`config.mk`:
```
export PLATFORM = sky130hd
export DESIGN_NAME = lcd_bus_sequencer
export DESIGN_NICKNAME = d
export VERILOG_FILES = /design/src/rtl/lcd_bus_sequencer.sv
export SDC_FILE = /design/constraint.sdc
export NUM_CORES = 1
export LEC_CHECK = 0
export ABC_AREA = 1
export BUFFER_PORTS_ARGS = -buffer_cell sky130_fd_sc_hd__clkbuf_2
export CORE_MARGIN = 10
export CORE_UTILIZATION = 30
export CTS_CLUSTER_SIZE = 14
export DETAILED_ROUTE_END_ITERATION = 7
export PLACE_DENSITY = 0.51
export SETUP_SLACK_MARGIN = 0.05
export SLEW_MARGIN = 5
export SYNTH_ARGS = -nofsm -noshare
export SYNTH_HDL_FRONTEND = slang
export SYNTH_SLANG_ARGS = --single-unit
```
`constraint.sdc`:
```
create_clock -name clock_i -period 3.42 [get_ports clock_i]
set_clock_uncertainty 0.2 [all_clocks]
set_input_delay 0.171 -clock clock_i [delete_from_list [all_inputs] [get_ports clock_i]]
set_output_delay 0.171 -clock clock_i [all_outputs]
set_load 0.02 [all_outputs]
```
`src/rtl/lcd_bus_sequencer.sv`:
```
// HD44780-style write-only LCD bus sequencer: power-up hold-off, then per-word
// setup / E pulse / hold / execution-wait timing from one shared down-counter.
module lcd_bus_sequencer #(
    parameter int unsigned PWRUP_CYCLES     = 1500000,
    parameter int unsigned SETUP_CYCLES     = 4,
    parameter int unsigned E_HIGH_CYCLES    = 45,
    parameter int unsigned HOLD_CYCLES      = 2,
    parameter int unsigned CMD_WAIT_CYCLES  = 3700,
    parameter int unsigned LONG_WAIT_CYCLES = 152000
) (
    input  logic       clock_i,
    input  logic       rstn_i,
    input  logic [8:0] data_i,
    input  logic       valid_i,
    output logic       ready_o,
    output logic       busy_o,
    output logic       lcd_rs_o,
    output logic       lcd_rw_o,
    output logic       lcd_e_o,
    output logic [7:0] lcd_data_o
);

    localparam int unsigned MAX_A   = (PWRUP_CYCLES > SETUP_CYCLES) ? PWRUP_CYCLES : SETUP_CYCLES;
    localparam int unsigned MAX_B   = (E_HIGH_CYCLES > HOLD_CYCLES) ? E_HIGH_CYCLES : HOLD_CYCLES;
    localparam int unsigned MAX_C   = (CMD_WAIT_CYCLES > LONG_WAIT_CYCLES) ? CMD_WAIT_CYCLES : LONG_WAIT_CYCLES;
    localparam int unsigned MAX_AB  = (MAX_A > MAX_B) ? MAX_A : MAX_B;
    localparam int unsigned MAX_ALL = (MAX_AB > MAX_C) ? MAX_AB : MAX_C;
    localparam int unsigned CNT_W   = $clog2(MAX_ALL) + 1;

    typedef logic [CNT_W-1:0] cnt_t;

    localparam cnt_t PWRUP_LD = cnt_t'(PWRUP_CYCLES - 1);
    localparam cnt_t SETUP_LD = cnt_t'(SETUP_CYCLES - 1);
    localparam cnt_t EHIGH_LD = cnt_t'(E_HIGH_CYCLES - 1);
    localparam cnt_t HOLD_LD  = cnt_t'(HOLD_CYCLES - 1);
    localparam cnt_t CMDW_LD  = cnt_t'(CMD_WAIT_CYCLES - 1);
    localparam cnt_t LONGW_LD = cnt_t'(LONG_WAIT_CYCLES - 1);

    typedef enum logic [2:0] {
        ST_PWRUP,
        ST_IDLE,
        ST_SETUP,
        ST_EHIGH,
        ST_HOLD,
        ST_WAIT
    } state_e;

    state_e     state_q, state_d;
    cnt_t       cnt_q, cnt_d;
    logic       e_q, e_d;
    logic       rs_q, rs_d;
    logic [7:0] data_q, data_d;
    logic       long_q, long_d;
    logic       cnt_zero;
    logic       long_sel;

    assign cnt_zero = (cnt_q == '0);

    // Clear (0x01) and return-home (0x02/0x03) need the long execution wait.
    assign long_sel = !data_i[8] && (data_i[7:2] == '0) && (data_i[1:0] != '0);

    always_comb begin
        state_d = state_q;
        cnt_d   = cnt_q;
        e_d     = e_q;
        rs_d    = rs_q;
        data_d  = data_q;
        long_d  = long_q;
        unique case (state_q)
            ST_PWRUP: begin
                if (cnt_zero) state_d = ST_IDLE;
                else          cnt_d   = cnt_q - 1'b1;
            end
            ST_IDLE: begin
                if (valid_i) begin
                    state_d = ST_SETUP;
                    cnt_d   = SETUP_LD;
                    rs_d    = data_i[8];
                    data_d  = data_i[7:0];
                    long_d  = long_sel;
                end
            end
            ST_SETUP: begin
                if (cnt_zero) begin
                    state_d = ST_EHIGH;
                    cnt_d   = EHIGH_LD;
                    e_d     = 1'b1;
                end else begin
                    cnt_d = cnt_q - 1'b1;
                end
            end
            ST_EHIGH: begin
                if (cnt_zero) begin
                    state_d = ST_HOLD;
                    cnt_d   = HOLD_LD;
                    e_d     = 1'b0;
                end else begin
                    cnt_d = cnt_q - 1'b1;
                end
            end
            ST_HOLD: begin
                if (cnt_zero) begin
                    state_d = ST_WAIT;
                    cnt_d   = long_q ? LONGW_LD : CMDW_LD;
                end else begin
                    cnt_d = cnt_q - 1'b1;
                end
            end
            ST_WAIT: begin
                if (cnt_zero) state_d = ST_IDLE;
                else          cnt_d   = cnt_q - 1'b1;
            end
            default: begin
                state_d = ST_PWRUP;
                cnt_d   = PWRUP_LD;
                e_d     = 1'b0;
            end
        endcase
    end

    always_ff @(posedge clock_i or negedge rstn_i) begin
        if (!rstn_i) begin
            state_q <= ST_PWRUP;
            cnt_q   <= PWRUP_LD;
            e_q     <= 1'b0;
            rs_q    <= 1'b0;
            data_q  <= '0;
            long_q  <= 1'b0;
        end else begin
            state_q <= state_d;
            cnt_q   <= cnt_d;
            e_q     <= e_d;
            rs_q    <= rs_d;
            data_q  <= data_d;
            long_q  <= long_d;
        end
    end

    assign ready_o    = (state_q == ST_IDLE);
    assign busy_o     = (state_q != ST_IDLE);
    assign lcd_e_o    = e_q;
    assign lcd_rs_o   = rs_q;
    assign lcd_data_o = data_q;
    assign lcd_rw_o   = 1'b0;

endmodule

```
==> results.json, run 1 <==
{
  "status": "completed",
  "period_share_pct": 65.1,
  "antenna_found_initial": 0,
  "yosysMostFrequentCell": "nand2_1",
  "coreArea_um2": 7650,
  "fmax_ghz": 0.449,
  "dp_hpwl_um": 4650,
  "cp_top_family": "simple AND/OR/NAND/NOR gates",
  "die-area_um2": 11700,
  "place_congestion": 0.896,
  "grt_pass1_vias": 2206,
  "critPathMaxStageDelay_ns": 0.56,
  "p_leak_nw": 1.41,
  "yosys_warnings": 0,
  "clk_latency_ns": 0.30,
  "num-fill-cells": 822,
  "drive_above_1_share_pct": 15.4,
  "hold_viol": 0,
  "setup_viol": 0,
  "n_antenna_cell": 0,
  "critPathLaunchType": "flop",
  "wl_um": 6270,
  "cts_tree": "done",
  "syn2layout_area_growth_pct": 18.3,
  "synthArstFlopShare_pct": 100,
  "cp_slowest_cell": "dfstp_2",
  "numCtsBuffers": 5,
  "p_int_mw": 1.29,
  "fin_setup_tns_ns": 0,
  "grt-ovfl-total": 0,
  "critical_path_arrival_ns": 2.25,
  "worstPathCellList": "inv_1 > ha_1 > nand3_1 > nor2_1 > nand3_1 > nand2_1 > nand2_1 > o21ai_0 > a21oi_1",
  "drv_slew": 0,
  "nets": 396,
  "grt_max_degree": 37,
  "clk_pin_slew_ns": 0.09,
  "ys_seq_area_share_pct": 39.5,
  "grtUsageTotal_pct": 11.6,
  "dr.first_iter.drc_count": 147,
  "crit_buf_inv": 1,
  "vdd_ir_drop_max_v": 0.000400,
  "clock_path_buffers": 2,
  "port_buffers": 23,
  "period_needed_ns": 2.23,
  "crit_fanout": 11,
  "synth_edf_count": 0,
  "crit_type": "flop to flop",
  "cts_resized": 0,
  "num_io_pins": 25,
  "rows": 32,
  "ys_seq_elements": 36,
  "p_sw_mw": 1.23,
  "htree_levels": 2,
  "hp-class": "input port to flop",
  "required_ns": 3.44,
  "num_vias": 2208,
  "die_h_um": 108,
  "ys_top_cells_by_area": "dfrtp_1, nand2_1, dfstp_2, nor2_1, inv_1",
  "ys.flop_type": "dfrtp_1",
  "via_per_inst": 4.55,
  "swShare_pct": 48.9,
  "dieWidth_um": 108,
  "clkPwrFrac_pct": 15.3,
  "synth_area_leader_cell": "dfrtp_1",
  "syn_nets": 360,
  "avgSynthCellArea_um2": 6.71,
  "multi_input_area_um2": 1240,
  "pwr-share-seq_pct": 32.6,
  "worst_pin_slew_ns": 0.922,
  "p_comb_share_pct": 52.1,
  "critPathCaptureType": "flop",
  "whs_ns": 0.193,
  "slew_headroom_pct": 38.6,
  "initial_core_util_pct": 30.4,
  "regArea_um2": 918,
  "syn_inst": 346,
  "synthTopCellsByCount": "nand2_1, nor2_1, inv_1",
  "p_per_area_nw_per_um2": 920,
  "netlist.area_leader.share_pct": 23.7,
  "wl_per_cell_um": 12.9,
  "grt_pass1_wl_um": 10800,
  "drcViolationCount": 0,
  "synth.distinct_cells": 33,
  "first_pass_iters": 4,
  "cap_violations": 0,
  "rsz0062_at_grt": "no",
  "cts_root_buf": "clkbuf_8",
  "clock-sinks": 36,
  "ant_nets": 0,
  "synth_area_um2": 2320,
  "post-cts-setup-buffers": 0
}
==> path summary, 6_finish.rpt <==
check                                     startpoint                         to  slack, ns  depth (start not counted)
max in group asynchronous                     rstn_i       cnt_q[7]$_DFFE_PN0P_       2.09                          2
hold / removal                               valid_i     state_q[1]$_DFFE_PN0P_       0.19                          5
min in group asynchronous                     rstn_i        lcd_e_o$_DFFE_PN0P_       0.34                          2
hold reg to reg            lcd_data_o[1]$_DFFE_PN0P_  lcd_data_o[1]$_DFFE_PN0P_       0.28                          2
setup / recovery                cnt_q[0]$_DFFE_PN1P_       cnt_q[9]$_DFFE_PN1P_       1.19                          9
setup reg to reg                cnt_q[0]$_DFFE_PN1P_       cnt_q[9]$_DFFE_PN1P_       1.19                          9
==> flip-flops by register name, summed over array words and instances, names as in the netlist <==
signal	flops
state_q	3
cnt_q	22
lcd_rs_o	1
lcd_data_o	8
long_q	1
lcd_e_o	1
==> layout by cell type (no fill, tap or decap), types with 4 or more instances in the layout <==
cell type	netlist	layout
a21oi_1	16	16
clkbuf_2	0	23
clkbuf_8	0	5
dfrtp_1	22	22
dfstp_2	14	14
dlygate4sd3_1	0	10
inv_1	30	30
nand2_1	116	116
nand3_1	19	19
nand4_1	6	6
nor2_1	68	68
nor2_2	5	5
nor3_1	4	4
o21ai_0	10	10
xnor2_1	6	6
xor2_1	4	4
==> power groups by stage <==
stage / logic, mW / registers [mW] / clock network [mW]
global placement: 1.31 / 0.825 / 0
detailed placement: 1.31 / 0.828 / 0
global route: 1.52 / 0.853 / 0.420
CTS: 1.32 / 0.822 / 0.401
finish: 1.32 / 0.824 / 0.387
floorplan: 0.953 / 0.847 / 0
==> repair_timing <==
item                       4_1_cts  5_1_grt
setup endpoints to repair        0        0
hold endpoints to repair        32        0
hold buffers                    10        0
==> cells by family (layout without fill, tap and decap cells) <==
logic type / Yosys count / after routing / synth area share (%)
AOI/OAI and AO/OA: 34 / 34 / 7.97
xor gates and xnor gates: 10 / 10 / 3.77
adders and majority gates: 2 / 2 / 1.08
buffers and inverters: 37 / 74 / 6.84
DFF: 36 / 36 / 39.5
other: 1 / 1 / 0.161
and+or+nand+nor: 226 / 226 / 40.6
==> through the flow <==
stage	setup slack (ns)	instance area [um2]	util (%)	std cells	total power [mW]
final	1.19	2750	35.9	485	2.53
after global routing	1.01	2750	35.9	485	2.79
after CTS	1.19	2750	35.9	485	2.55
after detailed placement	1.24	2530	33.1	467	2.14
after global placement	1.32	2530	33.1	467	2.14
after floorplan	1.49	2320	-	346	1.80
==> layer usage <==
layer	track usage [%]	up-vias	routed length [um]	part of all wire [%]
li1	-	1163	-	-
met1	15.1	1005	3040	49
met2	18.8	35	2920	47
met3	2.44	5	259	4.1
met4	3.24	0	46	0.73
met5	0	-	0	0
==> area by class of cell <==
class	instances	share of cell area [%]
inverter	33	4.69
sequential	36	33.4
tap	102	4.65
timing repair buffer	33	7.84
multi-input combinational	273	45.3
clock inverter	3	1.55
clock buffer	5	2.51
==> worst reg2reg max path, stage by stage, from the launching register on <==
cell and delay [ns]:
dfstp_2 0.56, inv_1 0.08, ha_1 0.24, nand3_1 0.10, nor2_1 0.07, nand3_1 0.15, nand2_1 0.08, nand2_1 0.32
o21ai_0 0.17, a21oi_1 0.18
Power figures use the tool's default switching activity.
==> run 2: changes to the inputs <==
==> constraint.sdc (replaced) <==
create_clock -name clock_i -period 2.2 [get_ports clock_i]
set_clock_uncertainty 0.2 [all_clocks]
set_input_delay 0.11 -clock clock_i [delete_from_list [all_inputs] [get_ports clock_i]]
set_output_delay 0.11 -clock clock_i [all_outputs]
set_load 0.02 [all_outputs]
==> run 2 against run 1 <==
  * Cell count rose by 1.9%
  * Power increased by 61%
  * Critical path type unchanged
  * Maximum frequency rose by 10%
  * Critical path depth stayed put
  * Cell area rose by 3.8%
  * Non-clock buffer count rose by 9
  * Clock power rose by 60%
  * Critical endpoint is now cnt_q[7]$_DFFE_PN0P_
  * Register-to-register slack worse by 1.0 ns
==> results.json, run 2 (synthesis gave the netlist of run 1 again) <==
{
  "crit_fanout": 6,
  "min-delay-start": "valid_i",
  "r2r_cells": 9,
  "dr_wl_met2_um": 3110,
  "largest_reg_flops": 22,
  "cap_violations": 0,
  "clk_pin_slew_ns": 0.08,
  "initial_core_util_pct": 30.4,
  "place_congestion": 0.858,
  "wl_met1_um": 3020,
  "drive_above_1_share_pct": 18.6,
  "num_vias": 2287,
  "n_antenna_cell": 0,
  "drcViolationCount": 0,
  "coreArea_um2": 7650,
  "top_register": "cnt_q",
  "final_common_cell": "nand2_1",
  "cts_root_buf": "clkbuf_8",
  "r2r_slack_ns": 0.18,
  "rsz0062_at_grt": "no",
  "grt-ovfl-total": 0,
  "port_buffers": 23,
  "worstHoldPathCells": 4,
  "dp_hpwl_um": 4970,
  "num-fill-cells": 835,
  "nets": 405,
  "hp-class": "input port to flop",
  "grt_pass1_wl_um": 11000,
  "drv_slew": 0,
  "p_leak_nw": 1.47,
  "period_needed_ns": 2.02,
  "critPathLaunchType": "flop",
  "hold_viol": 0,
  "layout_common_cells": "nand2_1, nor2_1, inv_1, clkbuf_2, dfrtp_1",
  "ant_nets": 0,
  "vdd_ir_drop_max_v": 0.000572,
  "antenna_found_initial": 0,
  "num_io_pins": 25,
  "timing.rr.start": "cnt_q[0]$_DFFE_PN1P_",
  "post-cts-setup-buffers": 0,
  "grt_pass1_vias": 2241,
  "grtUsageTotal_pct": 11.7,
  "min_to": "lcd_rs_o$_DFFE_PN0P_",
  "syn2layout_area_growth_pct": 22.7,
  "htree_levels": 2,
  "setup_viol": 0,
  "dpl.cell_count": 476,
  "numCtsBuffers": 5,
  "dr.first_iter.drc_count": 111,
  "required_ns": 2.18,
  "dieWidth_um": 108,
  "fmax_ghz": 0.495,
  "cts_tree": "done",
  "post_layout_nonfiller_instances": 494,
  "rows": 32,
  "crit_type": "flop to flop",
  "fin_setup_tns_ns": 0,
  "p_per_area_nw_per_um2": 1430,
  "first_pass_iters": 4,
  "clk_latency_ns": 0.30,
  "die-area_um2": 11700,
  "die_h_um": 108,
  "r2r_end": "cnt_q[7]$_DFFE_PN0P_",
  "clock-sinks": 36,
  "via_per_inst": 4.63,
  "grt_max_degree": 21,
  "status": "completed",
  "clock_path_buffers": 2,
  "routed.top_layer": "met4",
  "critPathCaptureType": "flop",
  "critical_path_arrival_ns": 2.00,
  "wl_um": 6480,
  "met3WireLength_um": 202,
  "wl_per_cell_um": 13.1,
  "period_share_pct": 91.8
}
## run 2: final cells by class
cell class                 count  area, um2  area share [%]
inverter                      33        129            4.52
tap                          102        128            4.48
multi-input combinational    273       1260            44.4
timing repair buffer          42        295            10.4
sequential                    36        918            32.2
clock inverter                 3       46.3            1.62
clock buffer                   5       68.8            2.41
## run 2: metal layers
| layer | vias to the layer above | track usage, % |
|---|---|---|
| met5 | - | 0 |
| met4 | 0 | 3.82 |
| met3 | 14 | 2.32 |
| met2 | 36 | 19.6 |
| met1 | 1058 | 14.7 |
| li1 | 1179 | - |
## run 2: worst max-delay path by stage
stage                           start                     to  slack [ns]  depth (start not counted)
2_1_floorplan  state_q[2]$_DFFE_PN0P_  cnt_q[10]$_DFFE_PN0P_        0.27                         11
3_3_place_gp     cnt_q[0]$_DFFE_PN1P_   cnt_q[9]$_DFFE_PN1P_        0.14                          9
3_5_place_dp     cnt_q[0]$_DFFE_PN1P_   cnt_q[9]$_DFFE_PN1P_        0.06                          9
4_1_cts          cnt_q[0]$_DFFE_PN1P_   cnt_q[7]$_DFFE_PN0P_        0.15                          9
5_1_grt          cnt_q[0]$_DFFE_PN1P_   cnt_q[1]$_DFFE_PN1P_        0.04                         10
6_report         cnt_q[0]$_DFFE_PN1P_   cnt_q[7]$_DFFE_PN0P_        0.18                          9
## run 2: stage by stage
stage | power, mW | area (um2) | util (%) | hold WS, ns | setup WS [ns]
after floorplan | 2.80 | 2320 | - | -0.386 | 0.275
after global placement | 3.39 | 2620 | 34.2 | -0.102 | 0.143
after detailed placement | 3.42 | 2620 | 34.2 | -0.102 | 0.0608
after CTS | 4.09 | 2830 | 37.0 | 0.0936 | 0.154
after global routing | 4.49 | 2850 | 37.3 | 0.113 | 0.0448
final | 4.07 | 2850 | 37.3 | 0.0964 | 0.181
## run 2: where the power goes
group	internal, mW	switching, mW	leakage (nW)
combinational	0.747	1.44	0.986
sequential	1.02	0.251	0.433
clock	0.342	0.279	0.0548
total	2.10	1.97	1.47
## run 2: what timing repair did
| item | 4_1_cts | 5_1_grt |
|---|---|---|
| hold endpoints to repair | 39 | 0 |
| endpoints found under the setup margin | 1 | 12 |
| gates resized for setup | 1 | 5 |
| hold buffers | 10 | 0 |
## run 2: worst max-delay path, stage by stage, from the launching register on
cell	delay, ns
dfstp_2	0.56
inv_1	0.08
ha_1	0.23
nand3_1	0.10
nor2_2	0.06
nand4_1	0.15
nand2_4	0.13
buf_4	0.19
a21oi_1	0.14
nand2_1	0.08
